$ cat src/rtl/serial_addsub_pkg.sv
// Shared types and defaults for the bit-serial add/subtract sequencer.
package serial_addsub_pkg;

  localparam int unsigned DEF_WIDTH = 8;

  typedef enum logic [1:0] {
    IDLE = 2'd0,
    RUN  = 2'd1,
    DONE = 2'd2
  } state_t;

endpackage

$ cat src/rtl/fas.sv
// Single-bit full adder cell; subtraction comes from an inverted B and a carry-in of 1.
module fas (
  input  logic a,
  input  logic b,
  input  logic cin,
  output logic s,
  output logic co
);

  assign s  = a ^ b ^ cin;
  assign co = (a & b) | (a & cin) | (b & cin);

endmodule

$ cat src/rtl/serial_addsub_ctrl.sv
// Bit-serial WIDTH-bit add/subtract sequencer with a start/busy/done handshake.
// Processes one bit per clock, LSB first, through a single fas cell.
module serial_addsub_ctrl
  import serial_addsub_pkg::*;
#(
  parameter int unsigned WIDTH = DEF_WIDTH
) (
  input  logic             clk,
  input  logic             rst_n,
  input  logic             start,
  input  logic             sub,
  input  logic [WIDTH-1:0] a,
  input  logic [WIDTH-1:0] b,
  output logic             busy,
  output logic             done,
  output logic [WIDTH-1:0] result,
  output logic             cout,
  output logic             overflow
);

  localparam int unsigned CW = $clog2(WIDTH + 1);

  state_t           state;
  logic [WIDTH-1:0] opa;
  logic [WIDTH-1:0] opb;
  logic             carry;
  logic [CW-1:0]    cnt;
  logic             sum_c;
  logic             co_c;
  logic             last_c;
  logic             c_msb_c;

  fas u_fas (
    .a   (opa[0]),
    .b   (opb[0]),
    .cin (carry),
    .s   (sum_c),
    .co  (co_c)
  );

  assign last_c  = (cnt == CW'(WIDTH - 1));
  // On the last bit the running carry is the carry into the MSB.
  assign c_msb_c = carry;

  always_ff @(posedge clk) begin
    if (!rst_n) begin
      state    <= IDLE;
      opa      <= '0;
      opb      <= '0;
      carry    <= 1'b0;
      cnt      <= '0;
      busy     <= 1'b0;
      done     <= 1'b0;
      result   <= '0;
      cout     <= 1'b0;
      overflow <= 1'b0;
    end else begin
      case (state)
        IDLE: begin
          done <= 1'b0;
          if (start) begin
            opa    <= a;
            opb    <= sub ? ~b : b;
            carry  <= sub;
            cnt    <= '0;
            result <= '0;
            busy   <= 1'b1;
            state  <= RUN;
          end
        end
        RUN: begin
          result <= {sum_c, result[WIDTH-1:1]};
          carry  <= co_c;
          opa    <= {1'b0, opa[WIDTH-1:1]};
          opb    <= {1'b0, opb[WIDTH-1:1]};
          cnt    <= cnt + CW'(1);
          if (last_c) begin
            cout     <= co_c;
            overflow <= c_msb_c ^ co_c;
            done     <= 1'b1;
            state    <= DONE;
          end
        end
        DONE: begin
          done  <= 1'b0;
          busy  <= 1'b0;
          state <= IDLE;
        end
        default: begin
          done  <= 1'b0;
          busy  <= 1'b0;
          state <= IDLE;
        end
      endcase
    end
  end

endmodule

$ cat config.mk
export PLATFORM = sky130hd
export DESIGN_NAME = serial_addsub_ctrl
export DESIGN_NICKNAME = d
export VERILOG_FILES = /design/src/rtl/serial_addsub_pkg.sv /design/src/rtl/fas.sv /design/src/rtl/serial_addsub_ctrl.sv
export SDC_FILE = /design/constraint.sdc
export NUM_CORES = 1
export LEC_CHECK = 0
export CAP_MARGIN = 20
export CORE_MARGIN = 2
export CORE_UTILIZATION = 40
export DETAILED_ROUTE_END_ITERATION = 6
export PLACE_DENSITY_LB_ADDON = 0.12
export SYNTH_ARGS = -nofsm -noshare
export SYNTH_HDL_FRONTEND = slang
export SYNTH_SLANG_ARGS = --single-unit
$ cat constraint.sdc
create_clock -name clk -period 2.75 [get_ports clk]
set_input_delay 0.6875 -clock clk [delete_from_list [all_inputs] [get_ports clk]]
set_output_delay 0.6875 -clock clk [all_outputs]
set_load 0.005 [all_outputs]
==> results of run 1 <==
## Yosys cell counts, drive strengths merged, types with 2 or more instances
cell / instances
o221ai: 2
nand2: 4
buf: 8
nor2b: 2
clkbuf: 3
nand3: 4
nand2b: 3
a21oi: 10
nor2: 17
o21ai: 7
dfxtp: 35
xnor2: 8
nor3: 2
inv: 7
a211oi: 2
a22oi: 15
o22ai: 10
## metal layers
layer  vias to the layer above  track usage [%]  share of wire [%]
met3                         4             4.51                4.9
li1                        627                -                  -
met5                         -                0                  0
met1                       602             19.7                 47
met2                        34             26.0                 47
met4                         0             6.38                1.2
## through the flow
stage / hold slack [ns] / power [uW]
2_1_floorplan: 0.440 / 649
3_3_place_gp: 0.433 / 696
3_5_place_dp: 0.436 / 700
4_1_cts: 0.445 / 1100
5_1_grt: 0.481 / 1140
6_report: 0.442 / 1090
## where the power goes
| part | switching (uW) | internal [uW] | leakage (uW) |
|---|---|---|---|
| Combinational | 65.3 | 72.8 | 0.000354 |
| Sequential | 17.3 | 533 | 0.000286 |
| Clock | 170 | 228 | 0.0000515 |
## flip-flops by register name, indices dropped and copies added, names as in the netlist
register / count
state: 2
cout: 1
opb: 8
opa: 8
done: 1
busy: 1
c_msb_c: 1
result: 8
cnt: 4
overflow: 1
## logic make-up after synthesis
logic type               Yosys count  share of synthesized area, %
flip-flops                        35                          47.2
buffers and inverters             18                          6.23
AND/OR/NAND/NOR                   38                          12.6
XOR/XNOR                           9                          5.31
AO/OA/AOI/OAI                     55                          25.9
multiplexers                       1                         0.674
adder cells (fa/ha/maj)            2                          2.19
## worst max path at each step
stage | end | cells past startpoint
2_1_floorplan | opa[0]$_SDFFE_PN0P_ | 4
5_1_grt | opb[6]$_SDFFE_PN0P_ | 4
3_5_place_dp | opb[0]$_SDFFE_PN0P_ | 4
4_1_cts | result[7] | 1
6_report | result[6] | 1
3_3_place_gp | opb[2]$_SDFFE_PN0P_ | 5
## area by class of cell
type	count	area, um^2	area share, %
Timing Repair Buffer	34	333	17.4
Inverter	7	26.3	1.37
Tap cell	48	60.1	3.14
Clock buffer	8	100	5.24
Multi-Input combinational cell	105	692	36.2
Sequential cell	35	701	36.6
==> metrics.log, run 1 <==
INFO  metric final_critical_path_time_including_i_o_delays_and_setup = 1.84 ns
INFO  metric worst_ep_arrival_time = approximately 1.2 ns
INFO  metric syn-instance-count = 158
INFO  metric clock-root-buffer = sky130_fd_sc_hd__clkbuf_8
INFO  metric post_dp_cell_area = 0.00181 mm^2
INFO  metric worst_path_dominant_cell_family = buffers and inverters
INFO  metric worstSetupPathType = register to output port
INFO  metric cts_resized = 0
INFO  metric routedWlPerCell = ~13 um
INFO  metric fill_cells = 373
INFO  metric site_rows = 22
INFO  metric endpoint_kind = output port
INFO  metric yosys_most_used_dff = sky130_fd_sc_hd__dfxtp_1
INFO  metric crit_slowest_cell = sky130_fd_sc_hd__clkdlybuf4s50_1
INFO  metric synthArstFlopShare = 0%
INFO  metric final_nets = 210
INFO  metric cts_made_buffers = 5
INFO  metric ant_nets = 0
INFO  metric path_buf_inv = 1
INFO  metric setup_slack = 0.911 ns
INFO  metric grt_setup_unrepaired = no
INFO  metric number_of_violations_reported_at_the_end_of_detailed_routing_iteration_0 = 70
INFO  metric die_y = 64.9 um
INFO  metric remaining_drc_errors = 0
INFO  metric synth_top_area_share = 47.2%
INFO  metric hold_path_end = busy$_SDFFE_PN0P_
INFO  metric worst_hold_path_type = register to register
INFO  metric final_max_slew_viol_count = 0
INFO  metric mappedNetlistArea = 0.00149 mm^2
INFO  metric dr.pass1.iters = 4
INFO  metric area_growth = 28.7%
INFO  metric crit_path_cell_trace = clkdlybuf4s50_1
INFO  metric clock_tree.htree_level_count = 2
INFO  metric place.detailed.instances = 229
INFO  metric crit-reg2reg-launch = state[0]$_SDFFE_PN0P_
INFO  metric finalHoldViolations = 0
INFO  metric yosys_warnings = 0
INFO  metric dp_hpwl = approximately 2200 um
INFO  metric yosysSeqAreaShare = between 40% and 50%
INFO  metric postCtsSetupRepairBufs = 0
INFO  metric worst-endpoint-required = 2.06 ns
INFO  metric critical_path.startpoint_type = register
INFO  metric synth-seq-cells = 35
INFO  metric layout-drive-gt1-share = under 10%
INFO  metric cts_clk_pin_slew_worst_paths = 0.06 ns
INFO  metric layout_common_cells = 35 x sky130_fd_sc_hd__dfxtp_1, 31 x sky130_fd_sc_hd__clkdlybuf4s50_1, 17 x sky130_fd_sc_hd__nor2_1, 15 x sky130_fd_sc_hd__a22oi_1
INFO  metric worstMarginPinSlew = 0.729 ns
INFO  metric drt-total-wl = between 3000 and 4000 um
INFO  metric post-route-period-util = between 60 and 70%
INFO  metric cts_sinks = 35
INFO  metric slew_headroom = 51.4%
INFO  metric layout.core_utilization = 53.0%
INFO  metric timing.critical_path.slowest_cell_delay = ~0.51 ns
INFO  metric skew = 0.00235 ns
INFO  metric initial_utilization = between 40% and 50%
INFO  metric post_cts_hold_buffer_count = 0
INFO  metric timing.final.setup_violations = 0
INFO  metric die_width = 64.9 um
INFO  metric detailroute.via_count = 1,267
INFO  metric status = complete, no violations
INFO  metric clock_path_buffers = 2
INFO  metric min_delay_path_depth = 2
INFO  metric grt_pass1_vias = 1,193
INFO  metric core = 0.00361 mm^2
INFO  metric rr_endpoint = cout$_SDFFE_PN0P_
INFO  metric via_density_per_instance = between 5 and 6
INFO  metric critPathMaxFanout = 3
INFO  metric post_layout_nonfiller_instances = 237
INFO  metric timing.setup.tns = 0 ns
INFO  metric port-buffer-count = 31
INFO  metric synthesis.nets = 180
INFO  metric ys_types = 40
INFO  metric finish.instance_area = 0.00191 mm^2
INFO  metric synth_area_per_cell = between 9 and 10 um^2
INFO  metric timing.hold.worst.start = busy$_SDFFE_PN0P_
INFO  metric layout_commonest_cell = sky130_fd_sc_hd__dfxtp_1
INFO  metric worstSetupStartpoint = result[6]$_SDFFE_PN0P_
INFO  metric num_antenna_cells = 0
INFO  metric clk_latency = 0.28 ns
INFO  metric initial_antenna_violation_count = 0
INFO  metric maxCapViolCount = 0
INFO  metric reg2reg_slack = 0.95 ns
INFO  metric place_congestion = 0.769
INFO  metric ioPinCount = 32
INFO  metric fmax = 544 MHz
INFO  metric groute.usage.overall = 15.9%
INFO  metric grt_start_max_net_pins = 23
INFO  metric power-per-cell-area = 568 mW/mm^2
INFO  metric synth_enable_flop_cells = 0
INFO  metric tritoncts = built
INFO  metric dp_slack = 0.662 ns
INFO  metric area_of_the_die = 0.00422 mm^2
INFO  metric gr-total-overflow = 0
INFO  metric maximum_vdd_drop = 284 uV
INFO  metric p_leak = between 0.0006 and 0.0007 uW
INFO  metric ff2ff_path_depth = 4
INFO  metric netlist_top_cells_area = sky130_fd_sc_hd__dfxtp_1 47%, sky130_fd_sc_hd__a22oi_1 7.6%, sky130_fd_sc_hd__xnor2_1 4.7%
INFO  metric wire_length_of_the_first_global_routing_pass = 5270 um
INFO  metric yosys.area.top_type = sky130_fd_sc_hd__dfxtp_1
(Power assumes the default switching activity.)
==> run 2: changes to the inputs <==
==> constraint.sdc (replaced) <==
create_clock -name clk -period 1.7 [get_ports clk]
set_input_delay 0.425 -clock clk [delete_from_list [all_inputs] [get_ports clk]]
set_output_delay 0.425 -clock clk [all_outputs]
set_load 0.005 [all_outputs]
==> run 2 against run 1 <==
  * Utilization up 1.5 points
  * Global-route usage up 1.0 points
  * Critical path depth unchanged
  * Critical path type unchanged
  * Critical endpoint is now result[7]
  * Largest power group unchanged
  * Highest routed layer unchanged
==> metrics.log, run 2 (synthesis results as in run 1) <==
INFO  metric status = complete, no violations
INFO  metric clock-root-buffer = sky130_fd_sc_hd__clkbuf_8
INFO  metric finalHoldViolations = 0 (unchanged)
INFO  metric power-per-cell-area = 863 mW/mm^2 (+52%)
INFO  metric core = 0.00361 mm^2 (unchanged)
INFO  metric post_cts_hold_buffer_count = 0 (unchanged)
INFO  metric timing.final.setup_violations = 0 (unchanged)
INFO  metric worstMarginPinSlew = 0.335 ns (-0.394 ns)
INFO  metric timing.setup.tns = 0 ns (unchanged)
INFO  metric grt_pass1_vias = 1,278 (+7.1%)
INFO  metric routedWlPerCell = 12.4 um (-3.1%)
INFO  metric clk_latency = 0.28 ns (about the same)
INFO  metric dr.pass1.iters = 4 (unchanged)
INFO  metric whs = 0.452 ns (+0.00978 ns)
INFO  metric drt-total-wl = 3030 um (+0.20%)
INFO  metric final_nets = 218 (+3.8%)
INFO  metric fmax = around 630 MHz
INFO  metric postCtsSetupRepairBufs = 0 (unchanged)
INFO  metric die_width = 64.9 um (unchanged)
INFO  metric number_of_violations_reported_at_the_end_of_detailed_routing_iteration_0 = 85 (+21%)
INFO  metric grt_start_max_net_pins = 21 (-8.7%)
INFO  metric skew = 0.00525 ns (+0.00290 ns)
INFO  metric worst_path_dominant_cell_family = buffers and inverters
INFO  metric slew_headroom = 77.7% (+26 points)
INFO  metric post_layout_nonfiller_instances = 245 (+3.4%)
INFO  metric fill_cells = 338 (-9.4%)
INFO  metric p_leak = 0.000725 uW (+4.9%)
INFO  metric port-buffer-count = 31 (unchanged)
INFO  metric gr-total-overflow = 0 (unchanged)
INFO  metric critPathMaxFanout = 3 (unchanged)
INFO  metric groute.usage.overall = 16.9% (+1.0 points)
INFO  metric worst_hold_path_type = register to register
INFO  metric post-route-period-util = a little over nine tenths
INFO  metric worst-endpoint-required = 1.27 ns (-0.79 ns)
INFO  metric initial_utilization = 41.2% (unchanged)
INFO  metric grt_setup_unrepaired = no
INFO  metric remaining_drc_errors = 0 (unchanged)
INFO  metric place_congestion = 0.774 (+0.73%)
INFO  metric detailroute.via_count = 1,254 (-1.0%)
INFO  metric num_antenna_cells = 0 (unchanged)
INFO  metric crit_path_cell_trace = clkdlybuf4s50_1
INFO  metric layout_common_cells = 35 x sky130_fd_sc_hd__dfxtp_1, 31 x sky130_fd_sc_hd__clkdlybuf4s50_1, 17 x sky130_fd_sc_hd__nor2_1, 15 x sky130_fd_sc_hd__a22oi_1
INFO  metric dp_hpwl = 2230 um (+3.1%)
INFO  metric area_growth = 32.4%
INFO  metric layout_commonest_cell = sky130_fd_sc_hd__dfxtp_1
INFO  metric clock_path_buffers = 2 (unchanged)
INFO  metric layout_top_registers = opa: 8 flops, opb: 8 flops, result: 8 flops
INFO  metric final_critical_path_time_including_i_o_delays_and_setup = 1.60 ns
INFO  metric worstSetupPathType = register to output port
INFO  metric ioPinCount = 32 (unchanged)
INFO  metric area_of_the_die = 0.00422 mm^2 (unchanged)
INFO  metric ant_nets = 0 (unchanged)
INFO  metric path_buf_inv = 1 (unchanged)
INFO  metric timing.critical_path.slowest_cell_delay = 0.52 ns (about the same)
INFO  metric clock_tree.htree_level_count = 2 (unchanged)
INFO  metric maximum_vdd_drop = 439 uV (+54%)
INFO  metric cts_clk_pin_slew_worst_paths = 0.07 ns (about the same)
INFO  metric critical_path.startpoint_type = register
INFO  metric initial_antenna_violation_count = 0 (unchanged)
INFO  metric final_max_slew_viol_count = 0 (unchanged)
INFO  metric site_rows = 22 (unchanged)
INFO  metric place.detailed.instances = 237 (+3.5%)
INFO  metric tritoncts = built
INFO  metric cts_made_buffers = 5 (unchanged)
INFO  metric maxCapViolCount = 0 (unchanged)
INFO  metric endpoint_kind = output port
INFO  metric die_y = 64.9 um (unchanged)
INFO  metric crit_slowest_cell = sky130_fd_sc_hd__clkdlybuf4s50_1
INFO  metric wire_length_of_the_first_global_routing_pass = 5540 um (+5.1%)
INFO  metric cts_resized = 0 (unchanged)
INFO  metric layout-drive-gt1-share = 10.2% (+3.3 points)
INFO  metric worst_ep_arrival_time = 1.17 ns (+0.02 ns)
INFO  metric cts_sinks = 35 (unchanged)
INFO  metric via_density_per_instance = 5.12 (-4.3%)
run 2: where the power goes:
part,total [uW],switching (uW),internal (uW)
clock network,560,273,287
registers,887,26.1,861
logic,248,112,136
total,1700,411,1280
run 2: final timing paths:
kind                          startpoint  depth (start not counted)  slack (ns)                   end
hold reg to reg        busy$_SDFFE_PN0P_                          2        0.45     busy$_SDFFE_PN0P_
setup / recovery  result[7]$_SDFFE_PN0P_                          1        0.10             result[7]
hold / removal         busy$_SDFFE_PN0P_                          2        0.45     busy$_SDFFE_PN0P_
setup reg to reg    c_msb_c$_SDFFE_PN0P_                          4        0.16  c_msb_c$_SDFFE_PN0P_
run 2: layout make-up:
class,instances,area [um^2],area share (%)
Timing Repair Buffer,42,405,20.6
Clock inverter,1,5.00,0.255
Clock buffer,7,76.3,3.88
Multi-Input combinational cell,105,692,35.2
Tap cell,48,60.1,3.06
Sequential cell,35,701,35.6
Inverter,7,26.3,1.34
run 2: metrics by stage:
stage / worst slack, ns / util, % / instance area [um^2] / power, uW
5_1_grt: 0.0529 / 54.5 / 1970 / 1780
4_1_cts: 0.0998 / 54.5 / 1970 / 1720
6_report: 0.102 / 54.5 / 1970 / 1700
2_1_floorplan: 0.255 / - / 1490 / 1050
3_3_place_gp: -0.0374 / 52.3 / 1880 / 1150
3_5_place_dp: -0.0679 / 52.3 / 1880 / 1160
run 2: routing by layer:
metal / up-vias / global-route usage [%] / wire length, um / part of all wire [%]
li1: 646 / - / - / -
met1: 577 / 22.2 / 1500 / 50
met2: 27 / 26.8 / 1360 / 45
met3: 4 / 5.21 / 133 / 4.4
met4: 0 / 4.79 / 31 / 1.0
met5: - / 0 / 0 / 0
